$ cat config.mk
export PLATFORM = sky130hd
export DESIGN_NAME = iqft_engine_flat
export DESIGN_NICKNAME = d
export VERILOG_FILES = /design/src/rtl/iqft_engine_if.sv /design/src/rtl/iqft_engine.sv /design/src/flat_wrapper.sv
export SDC_FILE = /design/constraint.sdc
export NUM_CORES = 2
export LEC_CHECK = 0
export CORE_UTILIZATION = 54
export DETAILED_ROUTE_END_ITERATION = 10
export PLACE_DENSITY = 0.67
export SLEW_MARGIN = 30
export SYNTH_ARGS = -nofsm -noshare
export SYNTH_HDL_FRONTEND = slang
export SYNTH_SLANG_ARGS = --single-unit
$ cat constraint.sdc
create_clock -name clk -period 15.5 [get_ports clk]
set_input_delay 1.55 -clock clk [delete_from_list [all_inputs] [get_ports clk]]
set_output_delay 1.55 -clock clk [all_outputs]
set_load 0.02 [all_outputs]
$ cat src/rtl/iqft_engine_if.sv
// Stream interface for the inverse QFT engine: amplitude input stream, result output stream and status.
interface iqft_engine_if #(parameter int DW = 17);
  logic                 in_valid;
  logic                 in_ready;
  logic signed [DW-1:0] in_re;
  logic signed [DW-1:0] in_im;
  logic                 out_valid;
  logic                 out_ready;
  logic signed [DW-1:0] out_re;
  logic signed [DW-1:0] out_im;
  logic [2:0]           out_idx;
  logic                 out_last;
  logic                 busy;

  modport master (
    output in_valid, in_re, in_im, out_ready,
    input  in_ready, out_valid, out_re, out_im, out_idx, out_last, busy
  );

  modport slave (
    input  in_valid, in_re, in_im, out_ready,
    output in_ready, out_valid, out_re, out_im, out_idx, out_last, busy
  );
endinterface

$ cat src/rtl/iqft_engine.sv
// Time-multiplexed 3-qubit inverse QFT: loads 8 complex amplitudes, runs one complex MAC per cycle
// (8 MACs plus one scale step per output), then streams the 8 scaled results.
module iqft_engine #(
  parameter int DW    = 17,
  parameter int SCALE = 11585,
  parameter int RT2   = 23170
) (
  input logic        clk,
  input logic        rst_n,
  iqft_engine_if.slave io
);
  localparam int AW = DW + 3;
  localparam int PW = AW + DW;
  localparam int FB = DW - 2;

  localparam logic [1:0] LOAD    = 2'd0;
  localparam logic [1:0] COMPUTE = 2'd1;
  localparam logic [1:0] OUTPUT  = 2'd2;

  localparam logic signed [DW-1:0] ONE = DW'(32'sd1 <<< FB);
  localparam logic signed [DW-1:0] R2  = DW'(RT2);
  localparam logic signed [DW-1:0] SC  = DW'(SCALE);
  localparam logic signed [PW-1:0] HI  = PW'((64'sd1 <<< (DW - 1)) - 64'sd1);
  localparam logic signed [PW-1:0] LO  = PW'(-(64'sd1 <<< (DW - 1)));

  logic [1:0]           state;
  logic [2:0]           load_cnt;
  logic [2:0]           k_cnt;
  logic [2:0]           out_cnt;
  logic [3:0]           step;
  logic signed [AW-1:0] acc_re;
  logic signed [AW-1:0] acc_im;

  logic signed [DW-1:0] in_re_buf  [8];
  logic signed [DW-1:0] in_im_buf  [8];
  logic signed [DW-1:0] out_re_buf [8];
  logic signed [DW-1:0] out_im_buf [8];

  logic                   scale_step;
  logic [2:0]             j_idx;
  logic [2:0]             m;
  logic signed [DW-1:0]   tw_c;
  logic signed [DW-1:0]   tw_s;
  logic signed [DW-1:0]   a;
  logic signed [DW-1:0]   b;
  logic signed [2*DW-1:0] p_ac;
  logic signed [2*DW-1:0] p_bs;
  logic signed [2*DW-1:0] p_as;
  logic signed [2*DW-1:0] p_bc;
  logic signed [AW-1:0]   acc_re_next;
  logic signed [AW-1:0]   acc_im_next;
  logic signed [PW-1:0]   sc_re;
  logic signed [PW-1:0]   sc_im;
  logic signed [DW-1:0]   res_re;
  logic signed [DW-1:0]   res_im;

  function automatic logic signed [DW-1:0] sat(input logic signed [PW-1:0] x);
    logic signed [PW-1:0] s;
    s = x >>> FB;
    if (s > HI) return DW'(HI);
    if (s < LO) return DW'(LO);
    return DW'(s);
  endfunction

  assign scale_step = step[3];
  assign j_idx      = step[2:0];
  assign m          = j_idx * k_cnt;
  assign a          = in_re_buf[j_idx];
  assign b          = in_im_buf[j_idx];

  // Twiddle W^-m on the unit circle, indexed by (j*k) mod 8
  always_comb begin
    tw_c = ONE;
    tw_s = '0;
    case (m)
      3'd0: begin tw_c = ONE;  tw_s = '0;   end
      3'd1: begin tw_c = R2;   tw_s = -R2;  end
      3'd2: begin tw_c = '0;   tw_s = -ONE; end
      3'd3: begin tw_c = -R2;  tw_s = -R2;  end
      3'd4: begin tw_c = -ONE; tw_s = '0;   end
      3'd5: begin tw_c = -R2;  tw_s = R2;   end
      3'd6: begin tw_c = '0;   tw_s = ONE;  end
      default: begin tw_c = R2; tw_s = R2; end
    endcase
  end

  assign p_ac = a * tw_c;
  assign p_bs = b * tw_s;
  assign p_as = a * tw_s;
  assign p_bc = b * tw_c;

  assign acc_re_next = acc_re + AW'(p_ac >>> FB) - AW'(p_bs >>> FB);
  assign acc_im_next = acc_im + AW'(p_as >>> FB) + AW'(p_bc >>> FB);

  assign sc_re  = acc_re * SC;
  assign sc_im  = acc_im * SC;
  assign res_re = sat(sc_re);
  assign res_im = sat(sc_im);

  always_ff @(posedge clk or negedge rst_n) begin
    if (!rst_n) begin
      state    <= LOAD;
      load_cnt <= '0;
      k_cnt    <= '0;
      out_cnt  <= '0;
      step     <= '0;
      acc_re   <= '0;
      acc_im   <= '0;
    end else begin
      case (state)
        LOAD: begin
          if (io.in_valid) begin
            load_cnt <= load_cnt + 3'd1;
            if (load_cnt == 3'd7) begin
              state  <= COMPUTE;
              k_cnt  <= '0;
              step   <= '0;
              acc_re <= '0;
              acc_im <= '0;
            end
          end
        end
        COMPUTE: begin
          if (scale_step) begin
            step   <= '0;
            acc_re <= '0;
            acc_im <= '0;
            k_cnt  <= k_cnt + 3'd1;
            if (k_cnt == 3'd7) begin
              state   <= OUTPUT;
              out_cnt <= '0;
            end
          end else begin
            step   <= step + 4'd1;
            acc_re <= acc_re_next;
            acc_im <= acc_im_next;
          end
        end
        OUTPUT: begin
          if (io.out_ready) begin
            out_cnt <= out_cnt + 3'd1;
            if (out_cnt == 3'd7) state <= LOAD;
          end
        end
        default: state <= LOAD;
      endcase
    end
  end

  // Sample storage carries no reset; outputs below are gated by state instead
  always_ff @(posedge clk) begin
    if (state == LOAD && io.in_valid) begin
      in_re_buf[load_cnt] <= io.in_re;
      in_im_buf[load_cnt] <= io.in_im;
    end
    if (state == COMPUTE && scale_step) begin
      out_re_buf[k_cnt] <= res_re;
      out_im_buf[k_cnt] <= res_im;
    end
  end

  assign io.in_ready  = (state == LOAD);
  assign io.out_valid = (state == OUTPUT);
  assign io.busy      = (state != LOAD);
  assign io.out_re    = (state == OUTPUT) ? out_re_buf[out_cnt] : '0;
  assign io.out_im    = (state == OUTPUT) ? out_im_buf[out_cnt] : '0;
  assign io.out_idx   = (state == OUTPUT) ? out_cnt : 3'd0;
  assign io.out_last  = (state == OUTPUT) && (out_cnt == 3'd7);
endmodule

$ cat src/flat_wrapper.sv
// flat-port wrapper written by rule: the top's interface ports become plain ports
module iqft_engine_flat 
#(
  parameter int DW    = 17,
  parameter int SCALE = 11585,
  parameter int RT2   = 23170
)
  (clk, rst_n, io_in_valid, io_in_re, io_in_im, io_out_ready, io_in_ready, io_out_valid, io_out_re, io_out_im, io_out_idx, io_out_last, io_busy);
  iqft_engine_if #(.DW(DW)) io_i ();
  input logic clk;
  input logic rst_n;
  input wire logic [$bits(io_i.in_valid)-1:0] io_in_valid;
  input wire logic [$bits(io_i.in_re)-1:0] io_in_re;
  input wire logic [$bits(io_i.in_im)-1:0] io_in_im;
  input wire logic [$bits(io_i.out_ready)-1:0] io_out_ready;
  output wire logic [$bits(io_i.in_ready)-1:0] io_in_ready;
  output wire logic [$bits(io_i.out_valid)-1:0] io_out_valid;
  output wire logic [$bits(io_i.out_re)-1:0] io_out_re;
  output wire logic [$bits(io_i.out_im)-1:0] io_out_im;
  output wire logic [$bits(io_i.out_idx)-1:0] io_out_idx;
  output wire logic [$bits(io_i.out_last)-1:0] io_out_last;
  output wire logic [$bits(io_i.busy)-1:0] io_busy;
  assign io_i.in_valid = io_in_valid;
  assign io_i.in_re = io_in_re;
  assign io_i.in_im = io_in_im;
  assign io_i.out_ready = io_out_ready;
  assign io_in_ready = io_i.in_ready;
  assign io_out_valid = io_i.out_valid;
  assign io_out_re = io_i.out_re;
  assign io_out_im = io_i.out_im;
  assign io_out_idx = io_i.out_idx;
  assign io_out_last = io_i.out_last;
  assign io_busy = io_i.busy;
  iqft_engine #(.DW(DW), .SCALE(SCALE), .RT2(RT2)) u_core (.clk(clk), .rst_n(rst_n), .io(io_i));
endmodule
==> impl.org <==
** Synthesis
- Top cells by area, synth :: sky130_fd_sc_hd__fa_1, sky130_fd_sc_hd__edfxtp_1, sky130_fd_sc_hd__ha_1
- Count of state elements after synthesis :: 599
- Cell count after synthesis :: between 5k and 6k
- In this run the cell area of the synthesized design comes to around 0.069 mm^2.
- EDFF count, synth :: approximately 540
- After synthesis, the share of flip-flops with an asynchronous set or reset is 0.09182.
- Of the synthesized area, sequential elements account for 0.2582.
- The share of synthesized area in the top cell type comes to 0.3525.
- Distinct cell type count after synthesis :: slightly below 90
- Of all cell types, the one taking the most synthesized area is sky130_fd_sc_hd__fa_1.
- During synthesis, Yosys emitted a total of 0 warnings.
- Primary FF master, synth :: sky130_fd_sc_hd__edfxtp_1
- A synthesized cell averages around 12 um^2.

** Floorplanning
- IO Count :: ~80
- Row generation in the floorplan step produced between 100 and 150 rows.
- Initial Util :: 0.5449
- Measured along the x axis, the die boundary spans 358.4 um.
- Placeable core region :: around 0.13 mm^2
- The die covers about 0.13 mm^2.
- The die is about 360 um tall.

** STA
- Aggregate negative setup slack :: 0 ns
- Setup repair after global routing left no endpoint under its margin.
- Final hold viol count :: 0
- Final setup violation count :: 0
- F_max :: 81.30 MHz
- Worst-margin pin slew :: between 1 and 1.5 ns
- The worst pin sits at a relative slew slack of 0.2714.
- Period utilization :: 0.7936
- Final critical-path required period :: 12.30 ns
- Setup Skew :: 0.08205 ns
- Number of slew-limit violations in the final report :: 0

** Layout
- Share of layout cells above drive strength 1 :: 0.06814
- The library cell used most frequently in the layout, excluding fill and tap cells, is sky130_fd_sc_hd__inv_1.
- The repair_antennas step left the layout with diodes totalling 0.
- Commonest cells after routing, fill and taps aside :: sky130_fd_sc_hd__inv_1, sky130_fd_sc_hd__fa_1, sky130_fd_sc_hd__ha_1
- At the end of the flow, the number of nets in the layout was 7819.
- From synthesis to final layout, the design area changed by 7.508%.

** Detailed routing
- The detailed router finished its first iteration with roughly 2.4k violations.
- In the final routed layout, each cell accounts on average for about 20 um.
- The first TritonRoute pass finished after 5 iterations.
- Overall routed net length :: 153.3 mm
- Via Count :: between 40k and 50k
- Antenna Nets Post-Route :: 0
- Average via count per standard cell :: around 5.4
- For this run, design rule violations remaining after detail routing come to 0.

** Clock tree
- Num Clock Sinks :: between 500 and 600
- In this run, CTS created clock tree buffers numbering 61.
- Hold-fix buffers, CTS :: 0
- Worst-skew pair later-pin latency :: 0.72 ns
- The number of setup buffers added after CTS is 0.
- The H-tree generated during clock tree synthesis spans 2 levels.
- Resized cells post-CTS :: 0
- In this run the deepest clock path goes through 3 buffers.
- Clock Tree Root :: sky130_fd_sc_hd__clkbuf_16
- Clock edge transition at the registers on the reported setup and hold paths :: roughly 0.06 ns
- CTS tree :: yes

** Global routing
- For met2 alone, demand over resource in global routing was 0.4008.
- For this run, global-route usage on met1 was measured as 0.3572.
- Global-route track usage on met3 :: 0.04670
- The number of antenna violations at the first check in global routing came to 3.
- Entering global routing, the biggest net connects 56 pins.
- Global-route wire length before repair :: between 200 and 250 mm
- GRT Max-Usage Layer :: met2
- For this run, the total global-route usage over all layers was measured as 0.2508.
- Via count of the first global-routing pass :: 43.53k
- GR Overflow Total :: 0

** Worst setup path
- At the worst endpoint, the required time is 16.07 ns.
- The worst setup path is captured at a register.
- Worst Path Arrival :: 12.87 ns
- The cell that appears most often on the critical path is sky130_fd_sc_hd__fa_1.
- Biggest cell delay along the critical path :: about 0.7 ns
- The worst setup path is launched from a register.
- The critical path is of the register to register type.
- Critical path's slowest cell :: sky130_fd_sc_hd__buf_4
- Maximum fanout encountered on the critical timing path :: 51

** Placed design
- Number of buffers inserted by port buffering :: 78
- HPWL after detailed placement :: about 120 mm
- Routability-driven placement finished with a final weighted congestion of 0.9936.

** Worst hold path
- HP Class :: register to register

** Outcome
- The flow ran to the end, and the final reports show no timing, DRC or antenna violations.

** Flow run
- The tool flagged a number of max-cap violations equal to 0.
cells by family (layout without fill, tap and decap cells):
group / after synthesis / count (layout) / share of synthesized area
AND/OR/NAND/NOR: 779 / 779 / 0.05028
buffers and inverters: 1757 / 1904 / 0.09642
AO/OA/AOI/OAI: 393 / 393 / 0.03912
adder cells (fa/ha/maj): 1875 / 1875 / 0.4741
XOR/XNOR: 179 / 179 / 0.02333
multiplexers: 227 / 227 / 0.05849
flip-flops: 599 / 599 / 0.2582
other: 1 / 2 / 0.00005466
critical path, delay by kind of cell, from the launching register on:
kind | cells | cell delay [ns]
muxes | 2 | 0.42
AOI/OAI and AO/OA | 13 | 3.72
and+or+nand+nor | 6 | 1.79
xor gates and xnor gates | 2 | 0.17
adders and majority gates | 9 | 4.20
DFF | 1 | 0.64
buffers and inverters | 7 | 1.19
per-stage QoR:
stage                     setup slack [ns]  instance area [um^2]  hold WS [ns]    util  instances
after floorplan                      3.214                 68610        0.4781       -       5811
after global placement               2.878                 71640        0.5068  0.5690       7492
after detailed placement             3.043                 71670        0.5034  0.5693       7492
after CTS                            2.948                 73720        0.5157  0.5855       7607
after global routing                 2.310                 73760        0.5558  0.5859       7608
final                                3.200                 73760        0.5129  0.5859       7608
area by class of cell:
type	instances	area [um^2]
Timing Repair Buffer	137	1242
Sequential cell	599	17730
Fill cell	10280	52140
Clock inverter	37	455.4
Multi-Input combinational cell	3455	44480
Tap cell	1650	2064
Inverter	1652	6201
Clock buffer	78	1590
synthesized netlist by cell type, drive strengths merged (17+ instances only):
master / n
mux2: 28
clkbuf: 71
dfrtp: 55
or2: 32
xor2: 67
xnor2: 111
nand3: 32
buf: 34
o21a: 32
and2: 19
nand2: 301
mux2i: 63
or3: 17
nand2b: 28
edfxtp: 544
a21oi: 89
inv: 1650
nor2: 256
nor3: 44
fa: 1208
a21o: 73
ha: 667
mux4: 136
o21ai: 87
metal layers:
metal | up-vias | wire length, um
met5 | - | 13
met4 | 2 | 3899
met3 | 169 | 10610
met2 | 1005 | 73090
met1 | 21190 | 65650
li1 | 18380 | -
flip-flops by register name, summed over array words and instances (netlist names):
signal and count:
u_core.acc_im 20, u_core.out_re_buf 136, u_core.out_cnt 3, u_core.load_cnt 3, u_core.state 2, u_core.k_cnt 3, u_core.step 4, u_core.in_im_buf 136
u_core.in_re_buf 136, u_core.acc_re 20, u_core.out_im_buf 136
path summary, 6_finish.rpt:
| check | startpoint | endpoint | slack, ns | cells past startpoint |
|---|---|---|---|---|
| min in group asynchronous | rst_n | u_core.acc_re[2]$_DFFE_PN0P_ | 1.04 | 2 |
| worst min register to register | u_core.load_cnt[0]$_DFFE_PN0P_ | u_core.load_cnt[0]$_DFFE_PN0P_ | 0.51 | 1 |
| worst min-delay path | u_core.load_cnt[0]$_DFFE_PN0P_ | u_core.load_cnt[0]$_DFFE_PN0P_ | 0.51 | 1 |
| max in group asynchronous | rst_n | u_core.out_cnt[0]$_DFFE_PN0P_ | 13.76 | 2 |
| worst max register to register | u_core.step[1]$_DFFE_PN0P_ | u_core.acc_re[18]$_DFFE_PN0P_ | 3.20 | 39 |
| worst max-delay path | u_core.step[1]$_DFFE_PN0P_ | u_core.acc_re[18]$_DFFE_PN0P_ | 3.20 | 39 |
Power is left out: the tool's default activity adds up to more than one toggle a clock period on the data nets, which glitch-free logic cannot reach.
